--- src/rtl/alux_pkg.sv ---
// Shared constants for the complex-ALU arbiter: operand widths, opcode map,
// FSM state encoding and the opcode legality helper.
package alux_pkg;

  localparam int COMPLEX_W = 64;
  localparam int PART_W    = 32;
  localparam int OPR_W     = 5;

  typedef logic [OPR_W-1:0] opr_t;

  typedef struct packed {
    logic [PART_W-1:0] re;
    logic [PART_W-1:0] im;
  } complex_t;

  localparam opr_t OP_A     = 5'd0;
  localparam opr_t OP_B     = 5'd1;
  localparam opr_t OP_ADD   = 5'd2;
  localparam opr_t OP_SUB   = 5'd3;
  localparam opr_t OP_MUL   = 5'd4;
  localparam opr_t OP_CONJA = 5'd5;
  localparam opr_t OP_CONJB = 5'd6;
  localparam opr_t OP_NEGA  = 5'd7;
  localparam opr_t OP_NEGB  = 5'd8;
  localparam opr_t OP_MODA  = 5'd9;
  localparam opr_t OP_MODB  = 5'd10;
  localparam opr_t OP_MAX   = OP_MODB;

  localparam logic [2:0] ST_IDLE   = 3'd0;
  localparam logic [2:0] ST_ISSUE  = 3'd1;
  localparam logic [2:0] ST_WAIT   = 3'd2;
  localparam logic [2:0] ST_REJECT = 3'd3;
  localparam logic [2:0] ST_RESP   = 3'd4;

  function automatic logic opr_legal(input opr_t opr, input int max_opr);
    return int'(opr) <= max_opr;
  endfunction

endpackage

--- src/rtl/alux_arbiter_rr_arbiter.sv ---
// Combinational round-robin picker: first set request at or after ptr,
// wrapping from N-1 back to 0.
module rr_arbiter #(
  parameter int N  = 2,
  parameter int IW = (N > 1) ? $clog2(N) : 1
) (
  input  logic [N-1:0]  req,
  input  logic [IW-1:0] ptr,
  output logic [N-1:0]  grant,
  output logic [IW-1:0] index,
  output logic          any
);

  logic [N-1:0] hi_mask;
  logic [N-1:0] masked;
  logic [N-1:0] sel;
  logic         found;

  for (genvar gi = 0; gi < N; gi++) begin : g_mask
    assign hi_mask[gi] = (IW'(gi) >= ptr);
  end

  // Requests at/after the pointer take priority; otherwise fall back to the
  // wrapped-around lower half.
  assign masked = req & hi_mask;
  assign sel    = (|masked) ? masked : req;
  assign any    = |req;

  always_comb begin
    grant = '0;
    index = '0;
    found = 1'b0;
    for (int i = 0; i < N; i++) begin
      if (sel[i] && !found) begin
        found    = 1'b1;
        grant[i] = 1'b1;
        index    = IW'(i);
      end
    end
  end

endmodule

--- src/rtl/alux_arbiter.sv ---
// Shares one complex ALU among N_REQ requesters: round-robin grant, operand
// capture, start/done handshake with a watchdog, and a one-cycle ack.
module alux_arbiter
  import alux_pkg::*;
#(
  parameter int N_REQ   = 2,
  parameter int TIMEOUT = 64,
  parameter int MAX_OPR = 10
) (
  input  logic                       clock,
  input  logic                       reset,
  input  logic [N_REQ-1:0]           req,
  input  logic [OPR_W*N_REQ-1:0]     req_opr,
  input  logic [COMPLEX_W*N_REQ-1:0] req_a,
  input  logic [COMPLEX_W*N_REQ-1:0] req_b,
  output logic [N_REQ-1:0]           ack,
  output logic [COMPLEX_W-1:0]       result,
  output logic                       err,
  output logic                       busy,
  output logic                       alu_start,
  output logic [OPR_W-1:0]           alu_opr,
  output logic [COMPLEX_W-1:0]       alu_inA,
  output logic [COMPLEX_W-1:0]       alu_inB,
  input  logic                       alu_done,
  input  logic [COMPLEX_W-1:0]       alu_out
);

  localparam int IW = (N_REQ > 1) ? $clog2(N_REQ) : 1;
  localparam int TW = $clog2(TIMEOUT);

  logic [2:0]           state_reg;
  logic [IW-1:0]        ptr_reg;
  logic [IW-1:0]        winner_reg;
  logic [TW-1:0]        timer_reg;
  logic [COMPLEX_W-1:0] result_reg;
  logic                 err_reg;
  opr_t                 opr_reg;
  logic [COMPLEX_W-1:0] in_a_reg;
  logic [COMPLEX_W-1:0] in_b_reg;

  logic [N_REQ-1:0]     grant;
  logic [IW-1:0]        grant_idx;
  logic                 grant_any;
  logic [IW-1:0]        ptr_next;

  opr_t                 opr_terms [N_REQ];
  logic [COMPLEX_W-1:0] a_terms   [N_REQ];
  logic [COMPLEX_W-1:0] b_terms   [N_REQ];
  opr_t                 sel_opr;
  logic [COMPLEX_W-1:0] sel_a;
  logic [COMPLEX_W-1:0] sel_b;

  rr_arbiter #(
    .N  (N_REQ),
    .IW (IW)
  ) u_rr (
    .req   (req),
    .ptr   (ptr_reg),
    .grant (grant),
    .index (grant_idx),
    .any   (grant_any)
  );

  // One-hot AND-OR operand mux keyed by the arbiter grant; ack decode per lane.
  for (genvar gi = 0; gi < N_REQ; gi++) begin : g_lane
    assign opr_terms[gi] = req_opr[gi*OPR_W +: OPR_W] & {OPR_W{grant[gi]}};
    assign a_terms[gi]   = req_a[gi*COMPLEX_W +: COMPLEX_W] & {COMPLEX_W{grant[gi]}};
    assign b_terms[gi]   = req_b[gi*COMPLEX_W +: COMPLEX_W] & {COMPLEX_W{grant[gi]}};
    assign ack[gi]       = (state_reg == ST_RESP) && (winner_reg == IW'(gi));
  end

  always_comb begin
    sel_opr = '0;
    sel_a   = '0;
    sel_b   = '0;
    for (int i = 0; i < N_REQ; i++) begin
      sel_opr = sel_opr | opr_terms[i];
      sel_a   = sel_a   | a_terms[i];
      sel_b   = sel_b   | b_terms[i];
    end
  end

  assign ptr_next = (grant_idx == IW'(N_REQ - 1)) ? '0 : grant_idx + IW'(1);

  always_ff @(posedge clock) begin
    if (reset) begin
      state_reg  <= ST_IDLE;
      ptr_reg    <= '0;
      winner_reg <= '0;
      timer_reg  <= '0;
      result_reg <= '0;
      err_reg    <= 1'b0;
      opr_reg    <= '0;
      in_a_reg   <= '0;
      in_b_reg   <= '0;
    end else begin
      case (state_reg)
        ST_IDLE: begin
          if (grant_any) begin
            winner_reg <= grant_idx;
            opr_reg    <= sel_opr;
            in_a_reg   <= sel_a;
            in_b_reg   <= sel_b;
            ptr_reg    <= ptr_next;
            state_reg  <= opr_legal(sel_opr, MAX_OPR) ? ST_ISSUE : ST_REJECT;
          end
        end
        ST_ISSUE: begin
          timer_reg <= '0;
          state_reg <= ST_WAIT;
        end
        ST_WAIT: begin
          // done is checked first so it wins over a coinciding timeout
          if (alu_done) begin
            result_reg <= alu_out;
            err_reg    <= 1'b0;
            state_reg  <= ST_RESP;
          end else if (timer_reg == TW'(TIMEOUT - 1)) begin
            result_reg <= '0;
            err_reg    <= 1'b1;
            state_reg  <= ST_RESP;
          end else begin
            timer_reg <= timer_reg + TW'(1);
          end
        end
        ST_REJECT: begin
          result_reg <= '0;
          err_reg    <= 1'b1;
          state_reg  <= ST_RESP;
        end
        ST_RESP: begin
          result_reg <= '0;
          err_reg    <= 1'b0;
          state_reg  <= ST_IDLE;
        end
        default: begin
          state_reg <= ST_IDLE;
        end
      endcase
    end
  end

  assign busy      = (state_reg != ST_IDLE);
  assign alu_start = (state_reg == ST_ISSUE) || (state_reg == ST_WAIT);
  assign alu_opr   = opr_reg;
  assign alu_inA   = in_a_reg;
  assign alu_inB   = in_b_reg;
  assign result    = result_reg;
  assign err       = err_reg;

endmodule

--- config.mk ---
export PLATFORM = sky130hd
export DESIGN_NAME = alux_arbiter
export DESIGN_NICKNAME = d
export VERILOG_FILES = /design/src/rtl/alux_pkg.sv /design/src/rtl/alux_arbiter_rr_arbiter.sv /design/src/rtl/alux_arbiter.sv
export SDC_FILE = /design/constraint.sdc
export NUM_CORES = 1
export LEC_CHECK = 0
export BUFFER_PORTS_ARGS = -buffer_cell sky130_fd_sc_hd__buf_2
export CORE_AREA = 4 4 205 207
export DETAILED_ROUTE_END_ITERATION = 10
export DIE_AREA = 0 0 209 211
export GPL_ROUTABILITY_DRIVEN = 0
export GPL_TIMING_DRIVEN = 0
export PLACE_DENSITY_LB_ADDON = 0.08
export SLEW_MARGIN = 10
export SYNTH_ARGS = -nofsm -noshare
export SYNTH_HDL_FRONTEND = slang
export SYNTH_SLANG_ARGS = --single-unit
--- constraint.sdc ---
create_clock -name clock -period 3.33 [get_ports clock]
set_input_delay 0.666 -clock clock [delete_from_list [all_inputs] [get_ports clock]]
set_output_delay 0.666 -clock clock [all_outputs]
set_load 0.005 [all_outputs]
# Word-level counts from Yosys, hierarchy flattened
# Cells that the tools add are included.
[totals] ff_bits=209 inputBits=335 out_inout_bits=202 word_cells=70
[op_classes] add_sub_neg=2 order_cmp=3 n_eq_ne=9 mux=18 bitwise=11 reduce_logical=18
[op_table] operator="$and 64x64->64" count=4
[op_table] operator="$mux 64" count=2
[op_table] operator="$or 64x64->64" count=2
[op_table] operator="$pmux 64 s2" count=1
[op_table] operator="$mux 6" count=2
[op_table] operator="$pmux 3 s4" count=1
[op_table] operator="$pmux 6 s2" count=1
[op_table] operator="$and 5x5->5" count=2
[op_table] operator="$mux 3" count=3
[op_table] operator="$reduce_and 2->1" count=4
[op_table] operator="$add 6x1->6 const B" count=1
[op_table] operator="$eq 3x2->1 const B" count=2
[op_table] operator="$eq 6x6->1 const B" count=1
[op_table] operator="$ne 2x2->1 const B" count=3
[op_table] operator="$reduce_bool 3->1" count=2
[op_table] operator="$reduce_or 2->1" count=3
[op_table] operator="$le 5x4->1 const B" count=1
[op_table] operator="$mux 1" count=5
[op_table] operator="$or 5x5->5" count=1
[op_table] operator="$mux 2" count=2
[op_table] operator="$reduce_bool 2->1" count=2
[op_table] operator="$eq 3x1->1 const B" count=1
[op_table] operator="$eq 3x3->1 const B" count=1
[op_table] operator="$logic_and 1x1->1" count=3
[op_table] operator="other kinds (10)" count=11

# Longest topological paths before layout
[logic_depth] word_depth=14 depth_mapped=8 ltp_nobuf=6

# Hierarchy
# A second synthesis with hierarchy kept.
[hier_totals] hier_cells=844 area_unflattened_um2=8023.9
[modules_own_cells] module="alux_arbiter" instances=1 cells_per_inst=839 area_per_inst_um2=7991.4 seq_area_each_um2=4184.0
[modules_own_cells] module="rr_arbiter" instances=1 cells_per_inst=5 area_per_inst_um2=32.5 seq_area_each_um2=0.0

# Least setup slack after synthesis
# Ideal clock, no wire load.
[synth_path] path_kind="input to register" start="input port req[1]" end="register in_a_reg[30], in the netlist alu_inA[30]" setup_ns=0.128 t_arrival_ns=1.948 t_required_ns=3.202 path_slack_ns=1.255 cell_stages=7 n_path_buf=3 cell_sequence="clkbuf_1 > a21boi_0 > nor2b_1 > buf_2 > buf_2 > a222oi_1 > nor2_1"
[synth_between] elab_chain_cells=9 elab_cells_between_ends=12
[synth_rtl] item="start: declaration" line="alux_arbiter.sv:12" text="input logic [N_REQ-1:0] req,"
[synth_rtl] item="$and 2x2->2" line="alux_arbiter_rr_arbiter.sv:25" text="assign masked = req & hi_mask;"
[synth_rtl] item="$reduce_or 2->1" line="alux_arbiter_rr_arbiter.sv:26" text="assign sel = (|masked) ? masked : req;"
[synth_rtl] item="$mux 2" line="alux_arbiter_rr_arbiter.sv:26"
[synth_rtl] item="$mux 1" line="alux_arbiter_rr_arbiter.sv:34" text="if (sel[i] && !found) begin"
[synth_rtl] item="$logic_not 1->1" line="alux_arbiter_rr_arbiter.sv:34"
[synth_rtl] item="$logic_and 1x1->1" line="alux_arbiter_rr_arbiter.sv:34"
[synth_rtl] item="$mux 1" line="alux_arbiter_rr_arbiter.sv:34"
[synth_rtl] item="$and 64x64->64" line="alux_arbiter.sv:67" text="assign a_terms[gi] = req_a[gi*COMPLEX_W +: COMPLEX_W] & {COMPLEX_W{grant[gi]}};"
[synth_rtl] item="$or 64x64->64" line="alux_arbiter.sv:78" text="sel_a = sel_a | a_terms[i];"
[synth_rtl] item="end signal: assignment" line="alux_arbiter.sv:102" text="in_a_reg <= sel_a;"
[synth_rtl] item="end: declaration" line="alux_arbiter.sv:38" text="logic [COMPLEX_W-1:0] in_a_reg;"
# Several ways; a longest one is shown, not always the timed one.
# A chain may end at the register's enable or synchronous reset.

# Worst setup path in the final report
[layout_path] start="register state_reg[1]" end="register in_a_reg[38], in the netlist alu_inA[38]"
[layout_between] elab_chain_cells=2
[layout_rtl] item="start: declaration" line="alux_arbiter.sv:31" text="logic [2:0] state_reg;"
[layout_rtl] item="start signal: assignment" line="alux_arbiter.sv:105" text="state_reg <= opr_legal(sel_opr, MAX_OPR) ? ST_ISSUE : ST_REJECT;"
[layout_rtl] item="$logic_not 3->1" line="alux_arbiter.sv:97" text="case (state_reg)"
[layout_rtl] item="$reduce_and 2->1 (no line)"
# Every way passes these cells.

==> flow_summary_export.csv <==
group,metric,value,unit
clock_network,cts_made_buffers,27,
pwr,power_leakage,5.58,nW
yosys,ys.flop_type,"dfxtp_1",
clock_network,clockRootBuffer,"clkbuf_16",
yosys,synth.avg_cell_area,10.8,µm²
detailed_routing,avgViaCountPerCell,4.59,
status,status,"finished, final reports clean",
placed_design,hpwlAfterDp,29.5,mm
pwr,clockPowerShare,36.6,%
detailed_routing,ant_nets,0,
yosys,synth_edf_count,0,
hold_path,hp-start,"alu_out[52]",
yosys,synth_cells,690,
sta,relSlewSlack,37.3,%
placed_design,numPortBuffers,534,
final_layout,n_fill_cell,4434,
sta,period_share,78.7,%
placed_design,place_area,0.0108,mm²
critical_path,startpoint_type,"flop",
pwr,switching_share,29.2,%
critical_path,endpoint_kind,"flop",
yosys,synth.ff_latch_count,209,
pwr,vdd_drop_max,290,µV
sta,fin_crit,2620,ps
final_layout,stdcell_area,0.0116,mm²
die,io_pins,537,
grt,track_usage,15.6,%
grt,grt_first_pass_wirelength,53.8,mm
critical_path,required,3790,ps
critical_path,worstPathArrival,3080,ps
critical_path,r2r-end,"alu_inA[38]",
yosys,ys_seq_area_share,56.1,%
sta,max_freq,0.381,GHz
detailed_routing,first_pass_iters,9,
sta,drv_slew,0,
yosys,synth_nets,1026,
detailed_routing,num_vias,8261,
clock_network,clock-sinks,209,
clock_network,cts_hold_buf,0,
clock_network,clock_latency,530,ps
clock_network,clk_pin_slew,60,ps
pwr,powerDensity,629,mW/mm²
detailed_routing,postRouteWirelength,37.4,mm
detailed_routing,drt_iter0_drc,822,
sta,hold_ws,356,ps
clock_network,cts-htree-levels,1,
clock_network,clock_path_buffers,3,
pwr,pwr-share-seq,40.3,%
die,rows,74,
grt,grt_overflow,0,
critical_path,cp_max_fo,10,
critical_path,r2r_cells,7,
final_layout,fin_util,28.7,%
final_layout,final_layout_size_suffix_gt1_share,48.5,%
pwr,p_switching,2.13,mW
die,dieArea,0.0441,mm²
critical_path,timing.rr.start,"state_reg[1]",
die,coreArea,0.0404,mm²
sta,fin_skew,9.20,ps
detailed_routing,wl_per_cell,20.8,µm
yosys,ys_types,34,
die,start_util,18.5,%
final_layout,syn2layout_area_growth,55.4,%
sta,tns,0,ps
final_layout,nets,1589,
yosys,synth_area,0.00746,mm²
grt,antenna_found_initial,9,
sta,hold_viol,0,
sta,finalSetupViolations,0,
hold_path,hold_end,"result[52]",
job,maxCapViolations,0,
grt,grt_pass1_vias,8319,
pwr,internal_power,5.16,mW
grt,grt_max_degree,13,
pwr,total_power,7.29,mW
detailed_routing,drc_errors,0,
hold_path,hp-class,"primary input to flop",
critical_path,regToRegSetupSlack,710,ps
critical_path,critPathKind,"flop to flop",
yosys,synth-async-reset-ratio,0,%
sta,grt_setup_unrepaired,"false",
die,die_h,211,µm
critical_path,crit_start,"state_reg[1]",
hold_path,whs_path_depth,2,
clock_network,ctsResizeCount,0,
die,die_w,209,µm
clock_network,post-cts-setup-buffers,0,
sta,max_slew.worst_pin.slew,941,ps
pwr,comb_power_share,23.1,%
yosys,ys_warn_count,0,
clock_network,cts_tree,"done",
-- area by class of cell --
| cell class | instances | area (µm²) | area share (%) |
|---|---|---|---|
| antenna | 6 | 15.0 | 0.129 |
| clock buffer | 35 | 746 | 6.43 |
| tap | 532 | 666 | 5.74 |
| clock inverter | 2 | 35.0 | 0.302 |
| sequential | 209 | 4180 | 36.1 |
| buffer | 76 | 423 | 3.65 |
| multi-input combinational | 404 | 2850 | 24.6 |
| timing repair buffer | 534 | 2670 | 23.0 |
| inverter | 1 | 3.75 | 0.0324 |
-- cells by family after synthesis --
family | share of synthesized area, %
AO/OA/AOI/OAI | 27.9
flip-flops | 56.1
AND/OR/NAND/NOR | 9.57
buffers and inverters | 5.72
XOR/XNOR | 0.469
multiplexers | 0.151
adder cells (fa/ha/maj) | 0.168
-- worst max-delay path by stage --
| stage | to | depth (start not counted) |
|---|---|---|
| global route | alu_inA[36] | 7 |
| finish | alu_inA[38] | 7 |
| floorplan | alu_inA[30] | 7 |
| CTS | alu_inA[32] | 7 |
| detailed placement | alu_inA[41] | 8 |
| global placement | alu_inA[39] | 8 |
-- per-stage QoR --
stage	setup slack (ps)	cells
after floorplan	1250	690
after global placement	470	1756
after detailed placement	440	1756
after CTS	549	1793
after global routing	453	1799
final	708	1799
-- cell usage after synthesis (all sizes together), types with 2 or more instances --
library cell	number	area share, %
o21bai	2	0.20
nand2	7	0.35
o21ai	3	0.20
and3	2	0.23
nor3	4	0.27
a22o	64	7.5
clkbuf	36	1.8
dfxtp	209	56
nand2b	5	0.42
nor2b	2	0.17
xnor2	4	0.47
nand3	4	0.27
buf	40	3.9
nor2	148	7.5
a222oi	128	17
a32oi	5	0.59
a21oi	7	0.47
a211oi	8	0.97
-- power groups by stage --
| stage | registers [mW] | clock network, mW | logic, mW |
|---|---|---|---|
| after global routing | 2.97 | 2.90 | 1.86 |
| after global placement | 2.99 | 0 | 1.73 |
| final | 2.94 | 2.67 | 1.68 |
| after floorplan | 2.99 | 0 | 0.856 |
| after detailed placement | 2.99 | 0 | 1.72 |
| after CTS | 2.94 | 2.80 | 1.72 |
-- cell usage in the layout (no fill, tap or decap), types with 2 or more instances in the layout --
cell       count
a211oi_1       7
a21oi_1        7
a222oi_1     128
a22o_1        64
a32oi_1        5
buf_2        560
buf_6         14
clkbuf_1      40
clkbuf_16     27
clkbuf_8       4
dfxtp_1      209
diode_2        6
nand2_1        7
nand2b_1       5
nand3_1        4
nor2_1       147
nor2b_1        2
nor3_1         4
o21ai_0        3
o21bai_1       2
xnor2_1        4
-- metal layers --
layer | global-route usage [%] | up-vias | part of all wire (%)
met1 | 18.6 | 3942 | 40
met4 | 5.06 | 2 | 2.5
met3 | 3.97 | 51 | 7.2
li1 | - | 3881 | -
met2 | 27.6 | 385 | 50
met5 | 0 | - | 0.035
-- worst max-delay path, stage by stage (launching register included) --
cell	delay, ps
dfxtp_1	390
or3_1	360
buf_2	150
nor2_1	260
clkbuf_1	710
buf_2	430
a222oi_1	140
nor2_1	110
No activity file was read; power rests on OpenSTA's default activity.
